[src/rtl/spi_mnrch_cfg.sv]
// spi_mnrch_cfg: parametrised SPI monarch for the inertial-sensor interface.
// Sits between the sensor/command FSMs and the off-chip SPI serfs.
//
// Ports:
//   clk, rst_n  system clock, asynchronous active-low reset
//   snd         1-clk request to start a transaction
//   cmd         word to transmit (right-justified, len_eff bits used)
//   len         bits to transfer; 0 or >DATA_W means DATA_W
//   ss_sel      serf select index; out-of-range requests are dropped
//   MISO        serf -> monarch data
//   SCLK        serial clock, idles at CPOL
//   MOSI        monarch -> serf data
//   SS_n        active-low serf selects
//   resp        received word, right-justified, zero-extended
//   busy        high while a transaction is in flight
//   done        set at completion, held until the next accepted snd
module spi_mnrch_cfg #(
   parameter int unsigned DATA_W    = 16,
   parameter int unsigned DIV_W     = 5,
   parameter int unsigned NUM_SS    = 1,
   parameter bit          CPOL      = 1'b1,
   parameter bit          LSB_FIRST = 1'b0,
   localparam int unsigned LEN_W    = $clog2(DATA_W + 1),
   localparam int unsigned SEL_W    = (NUM_SS > 1) ? $clog2(NUM_SS) : 1
) (
   input  logic              clk,
   input  logic              rst_n,
   input  logic              snd,
   input  logic [DATA_W-1:0] cmd,
   input  logic [LEN_W-1:0]  len,
   input  logic [SEL_W-1:0]  ss_sel,
   input  logic              MISO,
   output logic              SCLK,
   output logic              MOSI,
   output logic [NUM_SS-1:0] SS_n,
   output logic [DATA_W-1:0] resp,
   output logic              busy,
   output logic              done
);

   localparam logic [1:0] IDLE       = 2'd0;
   localparam logic [1:0] XFER       = 2'd1;
   localparam logic [1:0] BACK_PORCH = 2'd2;

   // Idle preload puts the first leading SCLK edge P/4+1 clk after the request.
   localparam logic [DIV_W-1:0]  LOAD    = DIV_W'((3 * (1 << DIV_W)) / 4 - 1);
   // Shift two clk after the sampling edge, so MOSI moves well clear of it.
   localparam logic [DIV_W-1:0]  SHFT_AT = DIV_W'((1 << DIV_W) / 2 + 1);
   localparam logic [LEN_W-1:0]  LEN_MAX = LEN_W'(DATA_W);
   localparam logic [DATA_W-1:0] ONES    = '1;

   logic [1:0]        state;
   logic [DIV_W-1:0]  cnt;
   logic [DATA_W-1:0] sreg;
   logic [LEN_W-1:0]  bcnt;
   logic [LEN_W-1:0]  len_q;
   logic [LEN_W-1:0]  len_eff;
   logic [DATA_W-1:0] load_val;
   logic [DATA_W-1:0] shift_val;
   logic [DATA_W-1:0] rx_word;
   logic              init;
   logic              shft;
   logic              last_bit;
   logic              set_done;

   always_comb begin
      len_eff = len;
      if (len == '0 || len > LEN_MAX)
         len_eff = LEN_MAX;
   end

   assign init     = (state == IDLE) && snd && (32'(ss_sel) < NUM_SS);
   assign shft     = (state == XFER) && (cnt == SHFT_AT);
   assign last_bit = (bcnt == len_q - 1'b1);
   assign set_done = (state == BACK_PORCH) && (&cnt);

   always_comb begin
      if (LSB_FIRST) begin
         load_val  = cmd;
         shift_val = {MISO, sreg[DATA_W-1:1]};
         rx_word   = sreg >> (LEN_MAX - len_q);
      end else begin
         load_val  = cmd << (LEN_MAX - len_eff);
         shift_val = {sreg[DATA_W-2:0], MISO};
         rx_word   = sreg & (ONES >> (LEN_MAX - len_q));
      end
   end

   assign SCLK = CPOL ? cnt[DIV_W-1] : ~cnt[DIV_W-1];
   assign MOSI = LSB_FIRST ? sreg[0] : sreg[DATA_W-1];
   assign busy = (state != IDLE);

   always_ff @(posedge clk or negedge rst_n) begin
      if (!rst_n) begin
         state <= IDLE;
         cnt   <= LOAD;
         sreg  <= '0;
         bcnt  <= '0;
         len_q <= '0;
         SS_n  <= '1;
         resp  <= '0;
         done  <= 1'b0;
      end else begin
         // Reload on the completing clk as well, so SCLK never glitches
         // through the wrapped count on its way back to idle.
         if (state == IDLE || set_done)
            cnt <= LOAD;
         else
            cnt <= cnt + 1'b1;

         case (state)
            IDLE: begin
               if (init) begin
                  state <= XFER;
                  sreg  <= load_val;
                  bcnt  <= '0;
                  len_q <= len_eff;
                  done  <= 1'b0;
                  SS_n  <= ~(NUM_SS'(1) << ss_sel);
               end
            end
            XFER: begin
               if (shft) begin
                  sreg <= shift_val;
                  bcnt <= bcnt + 1'b1;
                  if (last_bit)
                     state <= BACK_PORCH;
               end
            end
            BACK_PORCH: begin
               if (set_done) begin
                  state <= IDLE;
                  done  <= 1'b1;
                  SS_n  <= '1;
                  resp  <= rx_word;
               end
            end
            default: state <= IDLE;
         endcase
      end
   end

endmodule

[config.mk]
export PLATFORM = sky130hd
export DESIGN_NAME = spi_mnrch_cfg
export DESIGN_NICKNAME = d
export VERILOG_FILES = /design/src/rtl/spi_mnrch_cfg.sv
export SDC_FILE = /design/constraint.sdc
export NUM_CORES = 1
export LEC_CHECK = 0
export BUFFER_PORTS_ARGS = -buffer_cell sky130_fd_sc_hd__clkbuf_2
export CAP_MARGIN = 15
export CORE_MARGIN = 2
export CORE_UTILIZATION = 39
export DETAILED_ROUTE_END_ITERATION = 8
export SYNTH_ARGS = -nofsm -noshare
export SYNTH_HDL_FRONTEND = slang
export SYNTH_SLANG_ARGS = --single-unit
export TNS_END_PERCENT = 30
[constraint.sdc]
create_clock -name clk -period 3.2 [get_ports clk]
set_clock_uncertainty 0.2 [all_clocks]
set_input_delay 0.64 -clock clk [delete_from_list [all_inputs] [get_ports clk]]
set_output_delay 0.64 -clock clk [all_outputs]
set_load 0.03 [all_outputs]
After elaboration in Yosys (flattened, before gate mapping)
Cells that the tools add are included.
W data, S select, Z words.
- memories: 0
- logic and storage cells: 63
- memory bits (read-only): 0
- flip-flop bits (word level): 51
- latch bits: 0
- bits in writable memories: 0
- bits of input ports: 26
- output and inout port bits: 21
- bitwise gates (word level): 2
- eq/ne operators: 8
- reductions and logical operators: 17
- mux-type cells: 18
- div/mod/pow operators: 0
- shift-type cells: 3
- order comparisons: 2
- multipliers: 0
- add/sub/neg operators: 5
- operator list (operator ; number):
    $mux W16 ; 2
    $pmux W16 S2 ; 1
    $mux W5 ; 4
    $and A16 B16 Y16 ; 1
    $shl A16 B5 Y16 ; 1
    $shr A16 B5 Y16 const A ; 1
    $add A5 B1 Y5 const B ; 2
    $pmux W5 S2 ; 1
    $sub A5 B5 Y5 const A ; 2
    $mux W2 ; 4
    $ne A2 B2 Y1 const B ; 4
    $pmux W2 S3 ; 1
    $reduce_and A3 Y1 ; 2
    $reduce_bool A2 Y1 ; 3
    $eq A5 B5 Y1 ; 1
    $eq A5 B5 Y1 const B ; 1
    $gt A5 B5 Y1 const B ; 1
    $logic_not A5 Y1 ; 1
    $reduce_and A5 Y1 ; 1
    $sub A5 B1 Y5 const B ; 1
    $logic_and A1 B1 Y1 ; 4
    $pmux W1 S2 ; 2
    $reduce_and A2 Y1 ; 2
    $reduce_and A4 Y1 ; 1
    8 further kinds ; 11

Depth between registers and ports, before layout
- depth in word-level cells: 7
- depth in mapped cells: 16
- gate-level depth less buffers: 11

Worst setup path before layout
OpenSTA, ideal clock, no wires.
- path kind: input -> register
- start: input port len[2]
- end: register sreg[5]
- arrival time: 3.668 ns
- setup time: 0.127 ns
- required time: 2.873 ns
- buffers on the path: 4
- cell stages on the path: 15
- slack: -0.795 ns
- cells stage by stage: buf_6 -> or4_1 -> buf_2 -> ha_1 -> nor2b_1 -> buf_2 -> inv_2 -> ha_1 -> buf_6 -> xor2_1 -> a32o_1 -> a211oi_2 -> mux2i_1 -> a221oi_1 -> nor2_1
- word-level cells in the longest chain between the ends: 7
- elaborated cells on any way between the ends: 8
- classes of those cells: add/sub (1); order compare (1); shift (1); mux (3); reduce/logical (2)
- ends and longest elaborated chain (what ; RTL line ; RTL):
    start, declared ; 30 ; input logic [LEN_W-1:0] len,
    $gt A5 B5 Y1 / $logic_not A5 Y1 (equally long branches) ; 68 ; if (len == '0 || len > LEN_MAX)
    $logic_or A1 B1 Y1 ; 68 ;
    $mux W5 * ; 68 ;
    $sub A5 B5 Y5 * ; 83 ; load_val = cmd << (LEN_MAX - len_eff);
    $shl A16 B5 Y16 * ; 83 ;
    $mux W16 * ; 113 ; if (init) begin
    $pmux W16 S2 * ; 111 ; case (state)
    end signal, assigned ; 115 ; sreg <= load_val;
    end signal, assigned ; 124 ; sreg <= shift_val;
    end, declared ; 54 ; logic [DATA_W-1:0] sreg;
Mark *: on every way between the ends. The rest lies on a longest branch, timed or not. The select of a mux whose other input is x is not followed.
A chain may end at the register's enable or synchronous reset.

Worst setup path after layout
- start: input port len[2]
- end: register sreg[9]
The elaborated chain is that of the path after synthesis.

==> out/qor.txt <==
Fin. max-slew vios: 0
Synth cell types: 63
Worst Path Max Fanout: 7
Routed Wire Length: 9270 um
R2R cell count: 8
Hold slack: 0.152 ns
First-pass GRT wire length: 15,300 um
Number of synthesized flops with an enable pin: 0
Initial Util: 39.8%
IO Port Bufs: 46
Clock Sink Count: 51
Antenna violations before repair: 0
Status: finished, violations left
Commonest non-fill, non-tap cell in the layout: nand2_1
Num rows: 34
Worst path top cell family by delay: compound AO/OA/AOI/OAI gates
Final worst setup slack: -0.0242 ns
Critical Path End Type: flop
R2r setup slk: 0.71 ns
Slowest CP cell: or4_4
Gr usage total: 19.5%
Violated checks: negative setup slack
CP Launch Type: primary input
Part of the cycle the worst path needs: 101%
Levels on crit path: 13
Relative slew slack: 46.0%
CP Buf/Inv Count: 4
M3 GR Usage: 2.22%
Yosys warning total: 0
Top cell by count, worst path: ha_4
Final hold vios: 0
Yosys top cell by area: dfrtp_1
Via density: 5.69
Antenna-violating nets left: 0
Worst min path class: in2async
Dpl hpwl: 7220 um
WL/cell: 17.1 um
Starting DRT DRC Count: 164
Final net count: 470
RR Startpoint: len_q[0]$_DFFE_PN0P_
CTS Hold Buffers Added: 0
CP peak stage delay: 0.55 ns
Max-cap violations: 0
Residual DRC: 0
Via count: 3,087
Critical path data arrival time: 3.22 ns
Yosys reg bits: 51
Fillers: 857
Register Area: 0.00128 mm2
IO Count: 47
Ys flop type: dfrtp_1
Worst-margin pin slew: 0.804 ns
1st-pass router iterations: 5
Unrepaired setup endpoints after global routing: true
M2 GR Usage: 32.1%
Core area: 0.00868 mm2
Grt peak-use layer: met2
Post-Syn Nets: 400
H-tree lvl count: 2
Post-Layout Cell Count: 543
Routability cong.: 0.925
Synthesized cell area: 0.00346 mm2
Root Buffer: clkbuf_8
Final setup violation count: 2
Final core utilization: 49.3%
Post-synth top area share: 33.3%
Setup_tns: -0.0431 ns
Ys async rst share: 100%
Worst setup path class: in2reg
Register area share after synthesis: 37.1%
Pin count of the biggest net entering global routing: 27
Clk slew on worst S/H paths: 0.09 ns
Power Density: 680 mW/mm2
Worst EP required: 3.20 ns
Max Clk Rate: 310 MHz
Clk_lat worst skew: 0.31 ns
Cells after DPL: 532
Period minus WS final: 3.22 ns
Die X: 98.2 um
TritonCTS buffer count: 5
Crit-path cells: clkbuf_2, or4_4, ha_4, inv_1, nand2_2, ha_4, clkinvlp_4, o21a_1, o21a_4, buf_6, a22oi_2, a21oi_1, mux2_4
Critical R2R Capture: resp[13]$_DFFE_PN0P_
Dpl ws: -0.456 ns
Share of cells above drive strength 1: 34.0%
Die area: 0.00963 mm2
DIE HEIGHT: 98.2 um
CTS max path bufs: 2
Leak pwr: 1.93 nW
Number of global-route vias before repair: 3,008
Grt ovf: 0
Most frequent cells in the layout: 54 x nand2_1, 46 x dfrtp_1, 46 x clkbuf_2
CTS tree: done
Multi-input gate area: 0.00214 mm2
# diodes: 0
Syn Inst Count: 364
M1 GR Usage: 27.5%
Synth-to-Final Area Change: 23.8%
Largest cells by area after synthesis: dfrtp_1 33%, mux4_2 7.8%, nand2_1 6.0%
Worst VDD drop: 0.314 mV
Mean area per synthesized cell: 9.50 um2
## worst register-to-register path, cell delays in order, from the launching register on
cell and delay (ns):
dfrtp_1 0.41, inv_1 0.08, ha_1 0.21, inv_1 0.08, nor3_1 0.06, xnor2_1 0.64
and3_1 0.43, nand2_1 0.11, o21ai_0 0.19
## cell usage after synthesis, types with 6 or more instances
cell type / instances
nand2_1: 55
dfrtp_1: 46
nor2_1: 30
a21oi_1: 18
o21ai_0: 16
nand3_1: 14
clkbuf_1: 13
inv_1: 13
mux2i_1: 13
mux4_2: 12
ha_1: 10
xor2_1: 8
a32o_1: 6
and3_1: 6
## registers in the layout (all words and copies together), names as in the netlist
signal,count
done,1
state,2
sreg,16
resp,16
cnt,5
SS_n,1
len_q,5
bcnt,5
## through the flow
step | area, um2 | power, mW
4_1_cts | 4190 | 2.87
3_3_place_gp | 4050 | 2.41
3_5_place_dp | 4050 | 2.45
5_1_grt | 4280 | 3.14
6_report | 4280 | 2.91
2_1_floorplan | 3560 | 2.02
## timing repair
item / CTS / global route
gates resized for setup: 6 / 14
pin swaps: 6 / 8
endpoints found under the setup margin: 10 / 15
buffers inserted: 1 / 2
## metal layers
layer	wire length (um)	part of all wire (%)	vias to the layer above
li1	-	-	1470
met4	150	1.6	0
met3	450	4.9	11
met1	4380	47	1503
met5	0	0	-
met2	4290	46	103
## worst max path at each step
stage                      start              endpoint  slack (ns)
final                     len[2]   sreg[9]$_DFFE_PN0P_       -0.02
after global placement    len[0]   sreg[7]$_DFFE_PN0P_       -0.43
after floorplan           len[2]   sreg[7]$_DFFE_PN0P_       -0.41
after CTS                 len[2]   sreg[9]$_DFFE_PN0P_       -0.04
after detailed placement  len[0]   sreg[5]$_DFFE_PN0P_       -0.46
after global routing      len[2]  sreg[15]$_DFFE_PN0P_       -0.11
## where the power goes
group | switching (mW) | leakage (nW) | internal, mW
combinational | 0.808 | 1.24 | 0.613
clock | 0.212 | 0.0505 | 0.197
sequential | 0.211 | 0.641 | 0.870
## area by class of cell
| class | instances | area share [%] |
|---|---|---|
| Clock buffer | 7 | 2.25 |
| Timing Repair Buffer | 85 | 12.7 |
| Clock inverter | 1 | 0.175 |
| Multi-Input combinational cell | 276 | 50.1 |
| Sequential cell | 51 | 30.0 |
| Inverter | 15 | 1.70 |
| Tap cell | 108 | 3.16 |
## cell families after synthesis
kind of cell | after synthesis | synth area share (%)
simple gates | 138 | 19.0
compound gates | 85 | 17.8
flops | 51 | 37.1
buf+inv | 37 | 4.92
mux | 28 | 12.7
xor+xnor | 15 | 4.89
fa+ha+maj | 10 | 3.62
No activity file was read; power rests on OpenSTA's default activity.
